**src/rtl/dmem_lsu.sv**
```systemverilog
// Load/store unit driving a word-addressed data memory with combinational read
// and one-cycle word write; RMW for SB/SH. Optional macro: DMEM_LSU_MISALIGN_TRAP_EN.
module dmem_lsu #(
   parameter int unsigned INT_DMEM_SIZE = 1024
) (
   input  logic        CLK,
   input  logic        RST,
   input  logic        REQ_VALID,
   output logic        REQ_READY,
   input  logic        REQ_WE,
   input  logic [2:0]  REQ_FUNCT3,
   input  logic [31:0] REQ_ADDR,
   input  logic [31:0] REQ_WDATA,
   output logic        RSP_VALID,
   output logic [31:0] RSP_RDATA,
   output logic        RSP_ERR,
   output logic        AWVALID,
   output logic [31:0] AWADDR,
   output logic [31:0] WDATA,
   output logic [31:0] ARADDR,
   input  logic [31:0] RDATA
);

   typedef enum logic [1:0] {S_IDLE, S_READ, S_WRITE, S_RESP} state_e;

   state_e      state_q, state_d;
   logic        we_q;
   logic [2:0]  f3_q;
   logic [31:0] addr_q;
   logic [31:0] wdata_q;
   logic [31:0] rdata_q;
   logic        err_q;

   logic        accept;
   logic        f3_legal;
   logic        misal;
   logic        misal_err;
   logic        range_err;
   logic        req_err;
   logic [31:0] addr_al;
   logic [31:0] word_idx;
   logic [7:0]  byte_sel;
   logic [15:0] half_sel;
   logic [31:0] load_ext;
   logic [31:0] merged;

   assign accept = REQ_VALID & REQ_READY;

   always_comb begin : req_decode
      f3_legal  = REQ_WE ? (REQ_FUNCT3 inside {3'b000, 3'b001, 3'b010})
                         : (REQ_FUNCT3 inside {3'b000, 3'b001, 3'b010, 3'b100, 3'b101});
      misal     = 1'b0;
      addr_al   = REQ_ADDR;
      case (REQ_FUNCT3[1:0])
         2'b01:   misal = REQ_ADDR[0];
         2'b10:   misal = (REQ_ADDR[1:0] != 2'b00);
         default: misal = 1'b0;
      endcase
`ifdef DMEM_LSU_MISALIGN_TRAP_EN
      misal_err = misal;
`else
      // Without the trap, offset bits are forced to natural alignment before the range check.
      misal_err = 1'b0;
      case (REQ_FUNCT3[1:0])
         2'b01:   addr_al[0]   = 1'b0;
         2'b10:   addr_al[1:0] = 2'b00;
         default: addr_al      = REQ_ADDR;
      endcase
`endif
      range_err = ({2'b00, addr_al[31:2]} >= 32'(INT_DMEM_SIZE));
      req_err   = ~f3_legal | misal_err | range_err;
   end

   assign word_idx = {2'b00, addr_q[31:2]};

   always_comb begin : lane_logic
      byte_sel = RDATA[{addr_q[1:0], 3'b000} +: 8];
      half_sel = RDATA[{addr_q[1], 4'b0000} +: 16];
      case (f3_q)
         3'b000:  load_ext = {{24{byte_sel[7]}}, byte_sel};
         3'b001:  load_ext = {{16{half_sel[15]}}, half_sel};
         3'b100:  load_ext = {24'h000000, byte_sel};
         3'b101:  load_ext = {16'h0000, half_sel};
         default: load_ext = RDATA;
      endcase
      merged = RDATA;
      if (f3_q[1:0] == 2'b00) begin
         merged[{addr_q[1:0], 3'b000} +: 8] = wdata_q[7:0];
      end else begin
         merged[{addr_q[1], 4'b0000} +: 16] = wdata_q[15:0];
      end
   end

   always_ff @(posedge CLK or posedge RST) begin : state_reg
      if (RST) begin
         state_q <= S_IDLE;
      end else begin
         state_q <= state_d;
      end
   end

   always_comb begin : next_state
      state_d = state_q;
      unique case (state_q)
         S_IDLE: begin
            if (accept) begin
               if (req_err) begin
                  state_d = S_RESP;
               end else if (REQ_WE && (REQ_FUNCT3 == 3'b010)) begin
                  state_d = S_WRITE;
               end else begin
                  state_d = S_READ;
               end
            end
         end
         S_READ:  state_d = we_q ? S_WRITE : S_RESP;
         S_WRITE: state_d = S_RESP;
         S_RESP:  state_d = S_IDLE;
      endcase
   end

   always_comb begin : outputs
      REQ_READY = (state_q == S_IDLE) & ~RST;
      AWVALID   = (state_q == S_WRITE) & ~RST;
      RSP_VALID = (state_q == S_RESP);
      ARADDR    = (state_q == S_IDLE) ? '0 : word_idx;
      AWADDR    = (state_q == S_IDLE) ? '0 : word_idx;
   end

   // Response registers change only on entry to RESP so they hold between responses.
   always_ff @(posedge CLK or posedge RST) begin : datapath
      if (RST) begin
         we_q    <= 1'b0;
         f3_q    <= '0;
         addr_q  <= '0;
         wdata_q <= '0;
         rdata_q <= '0;
         err_q   <= 1'b0;
      end else begin
         case (state_q)
            S_IDLE: begin
               if (accept) begin
                  we_q   <= REQ_WE;
                  f3_q   <= REQ_FUNCT3;
                  addr_q <= addr_al;
                  if (REQ_WE && !req_err) begin
                     wdata_q <= REQ_WDATA;
                  end
                  if (req_err) begin
                     rdata_q <= '0;
                     err_q   <= 1'b1;
                  end
               end
            end
            S_READ: begin
               if (we_q) begin
                  wdata_q <= merged;
               end else begin
                  rdata_q <= load_ext;
                  err_q   <= 1'b0;
               end
            end
            S_WRITE: begin
               rdata_q <= '0;
               err_q   <= 1'b0;
            end
            default: ;
         endcase
      end
   end

   assign WDATA     = wdata_q;
   assign RSP_RDATA = rdata_q;
   assign RSP_ERR   = err_q;

endmodule

```
**config.mk**
```make
export PLATFORM = sky130hd
export DESIGN_NAME = dmem_lsu
export DESIGN_NICKNAME = d
export VERILOG_FILES = /design/src/rtl/dmem_lsu.sv
export SDC_FILE = /design/constraint.sdc
export NUM_CORES = 1
export LEC_CHECK = 0
export ABC_CLOCK_PERIOD_IN_PS = 8320
export CAP_MARGIN = 20
export CORE_MARGIN = 2
export CORE_UTILIZATION = 48
export CTS_CLUSTER_DIAMETER = 120
export DETAILED_ROUTE_END_ITERATION = 8
export PLACE_DENSITY = 0.93
export SYNTH_ARGS = -nofsm -noshare
export SYNTH_HDL_FRONTEND = slang
export SYNTH_SLANG_ARGS = --single-unit
```
**constraint.sdc**
```tcl
create_clock -name CLK -period 8.32 [get_ports CLK]
set_input_delay 1.664 -clock CLK [delete_from_list [all_inputs] [get_ports CLK]]
set_output_delay 1.664 -clock CLK [all_outputs]
set_load 0.05 [all_outputs]
```
==> flow_metrics.py <==
metrics = {
    "critical_path": {
        "rr_worst_depth": 7,
        "cp_data_required_time_ns": 6.66,
        "startpoint_type": "primary input",
        "endpoint_kind": "output port",
        "path_max_fanout": 4,
        "reg2reg_slack_ns": 4.73,
        "worstPathArrival_ns": 3.20,
        "crit_type": "primary input to output port",
        "critPathLaunch": "RST",
        "r2r_start": "state_q[1]$_DFFE_PP0N_",
        "crit_end": "REQ_READY",
        "r2r-end": "WDATA[29]$_DFFE_PP0P_",
    },
    "clock_tree": {
        "cts_made_buffers": 9,
        "cts_tree": "done",
        "ctsResizeCount": 0,
        "path_clk_slew_ns": 0.07,
        "htree_levels": 3,
        "insertion_delay_ns": 0.36,
        "cts_root_buf": "clkbuf_16",
        "cts_buffer_depth": 2,
        "holdBufCountCts": 0,
        "post_cts_buffers": 0,
        "cts_num_sinks": 103,
    },
    "global_routing": {
        "grt_pass1_wl_um": 29600,
        "antenna_found_initial": 0,
        "grt_overflow": 0,
        "grt_util_all_layers": 0.291,
        "grt_max_degree": 87,
        "grt_pass1_vias": 5503,
    },
    "sta": {
        "tightest_slew_ns": 1.01,
        "grt_setup_unrepaired": "no",
        "final.period_utilization": 0.585,
        "report.final.slew_viol_count": 0,
        "fin_skew_ns": 0.00990,
        "finalCriticalPeriod_ns": 4.86,
        "fmax_mhz": 206,
        "hold_viol_final": 0,
        "fin_setup_tns_ns": 0,
        "timing.slew.headroom": 0.325,
        "setup_viol": 0,
    },
    "yosys": {
        "ys_ff_latch": 103,
        "ys_seq_area_frac": 0.434,
        "synth_edf_count": 0,
        "yosys.area.top_type": "dfrtp_1",
        "synthFlopType": "dfrtp_1",
        "synth_cells": 597,
        "synthTopCellsByCount": "103 x dfrtp_1, 55 x nor2_1, 52 x mux2_2, 52 x nand2_1, 50 x o21ai_0",
        "yosysMostFrequentCell": "dfrtp_1",
        "syn_area_um2": 5940,
        "avgSynthCellArea_um2": 9.94,
        "ys_top_cells_by_area": "dfrtp_1 43%, mux2_2 9.9%, buf_4 4.6%",
        "yosysUniqueCellTypes": 53,
        "yosys.area.top_type_share": 0.434,
        "async_flop_share": 1.00,
        "yosysWarnings": 0,
    },
    "floorplanning": {
        "start_util": 0.492,
        "core_area_um2": 12100,
        "row_count": 40,
        "dieArea_um2": 13300,
        "dieWidth_um": 115,
        "io-pin-count": 235,
        "dieHeight_um": 115,
    },
    "route": {
        "postRouteAntennaNets": 0,
        "routed_wl_um": 19200,
        "drc": 0,
        "first_pass_iters": 5,
        "wl_per_cell_um": 20.2,
        "routed-via-count": 5432,
        "vias_per_cell": 5.73,
        "drtIter0Drc": 458,
    },
    "hold_path": {
        "hp-class": "register to register",
    },
    "power_and_ir_drop": {
        "totalPowerFinal_uw": 4230,
        "power_density_nw_per_um2": 500,
        "ir_drop_v": 0.000290,
        "p_leak_uw": 0.00350,
    },
    "final_layout": {
        "fillers": 888,
        "multi_input_area_um2": 2870,
        "nNetsFinal": 893,
        "drive_above_1_share": 0.101,
        "layout.cells.non_filler": 948,
        "seqCellArea_um2": 2580,
        "antenna_cells": 0,
        "areaGrowthSynthToFinish_pct": 42.6,
        "final_area_um2": 8460,
    },
    "place": {
        "postPlaceCellArea_um2": 8100,
        "dp_hpwl_um": 14300,
        "io_buffers": 230,
        "routabilityCongestion": 0.927,
        "place_inst": 932,
    },
    "flow_run": {
        "maxCapViolations": 0,
    },
    "outcome": {
        "status": "completed",
    },
}
worst max-delay path, stage by stage:
cell and delay (ns):
clkdlybuf4s50_1 0.50, nor2b_1 0.21, clkdlybuf4s50_1 0.83
where the power goes:
| group | leakage, µW | switching (µW) | internal, µW | total (µW) |
|---|---|---|---|---|
| logic | 0.00205 | 1870 | 987 | 2860 |
| registers | 0.00129 | 171 | 718 | 889 |
| clock network | 0.000164 | 183 | 298 | 481 |
| total | 0.00350 | 2230 | 2000 | 4230 |
cells in the final DEF, fill, tap and decap left out, types with 2 or more instances in the layout:
master / n
conb_1: 4
mux2_1: 14
nand3_1: 3
inv_1: 18
mux2i_1: 8
nor3_1: 4
o22ai_1: 7
nor2b_1: 35
clkbuf_16: 9
clkdlybuf4s50_1: 230
o31a_1: 7
a32o_1: 2
o2bb2ai_1: 10
a221o_1: 7
nand2_1: 52
ha_1: 13
o221ai_1: 7
nor4_1: 4
o21ai_0: 50
a211oi_1: 2
a221oi_1: 25
a21oi_1: 3
dfrtp_1: 103
mux2_2: 52
bufinv_16: 3
nand2b_1: 5
buf_4: 5
a22o_1: 16
nor2_1: 55
routing by layer:
layer  vias to the layer above  share of wire  GRT usage
li1                       2471              -          -
met1                      2631           0.40      0.376
met2                       277           0.49      0.471
met3                        53          0.074     0.0759
met4                         0          0.030      0.108
met5                         -              0          0
metrics by stage:
| step | hold slack (ns) | util | setup slack, ns |
|---|---|---|---|
| finish | 0.478 | 0.702 | 3.46 |
| global route | 0.510 | 0.702 | 3.43 |
| CTS | 0.486 | 0.699 | 3.48 |
| detailed placement | 0.472 | 0.671 | 3.48 |
| global placement | 0.462 | 0.670 | 3.51 |
| floorplan | 0.471 | - | 3.95 |
cell families (layout without fill, tap and decap cells):
group,Yosys count,after routing,share of synthesized area
other,1,4,0.000632
buffers and inverters,93,273,0.0856
multiplexers,74,74,0.139
adder cells (fa/ha/maj),13,13,0.0274
AO/OA/AOI/OAI,146,146,0.182
flip-flops,103,103,0.434
AND/OR/NAND/NOR,167,167,0.132
worst min path at each step:
stage                                      to  slack, ns                      start  cells past startpoint
global route         RSP_RDATA[6]$_DFFE_PP0P_       0.51   RSP_RDATA[6]$_DFFE_PP0P_                      2
finish              RSP_RDATA[28]$_DFFE_PP0P_       0.48  RSP_RDATA[28]$_DFFE_PP0P_                      2
floorplan              addr_q[27]$_DFFE_PP0P_       0.47     addr_q[27]$_DFFE_PP0P_                      1
global placement    RSP_RDATA[29]$_DFFE_PP0P_       0.46  RSP_RDATA[29]$_DFFE_PP0P_                      2
CTS                 RSP_RDATA[28]$_DFFE_PP0P_       0.49  RSP_RDATA[28]$_DFFE_PP0P_                      2
detailed placement  RSP_RDATA[28]$_DFFE_PP0P_       0.47  RSP_RDATA[28]$_DFFE_PP0P_                      2
state kept, by name, summed over array words and instances, names as in the netlist:
name,count
state_q,2
RSP_RDATA,32
f3_q,3
we_q,1
WDATA,32
RSP_ERR,1
addr_q,32
layout make-up:
| cell class | count | area share |
|---|---|---|
| well taps | 168 | 0.0248 |
| multi-input cells | 404 | 0.339 |
| clock inverters | 4 | 0.0112 |
| inverters | 21 | 0.00961 |
| clock buffers | 10 | 0.0282 |
| repair buffers | 238 | 0.282 |
| flip-flops and latches | 103 | 0.305 |
(Power assumes the default switching activity.)
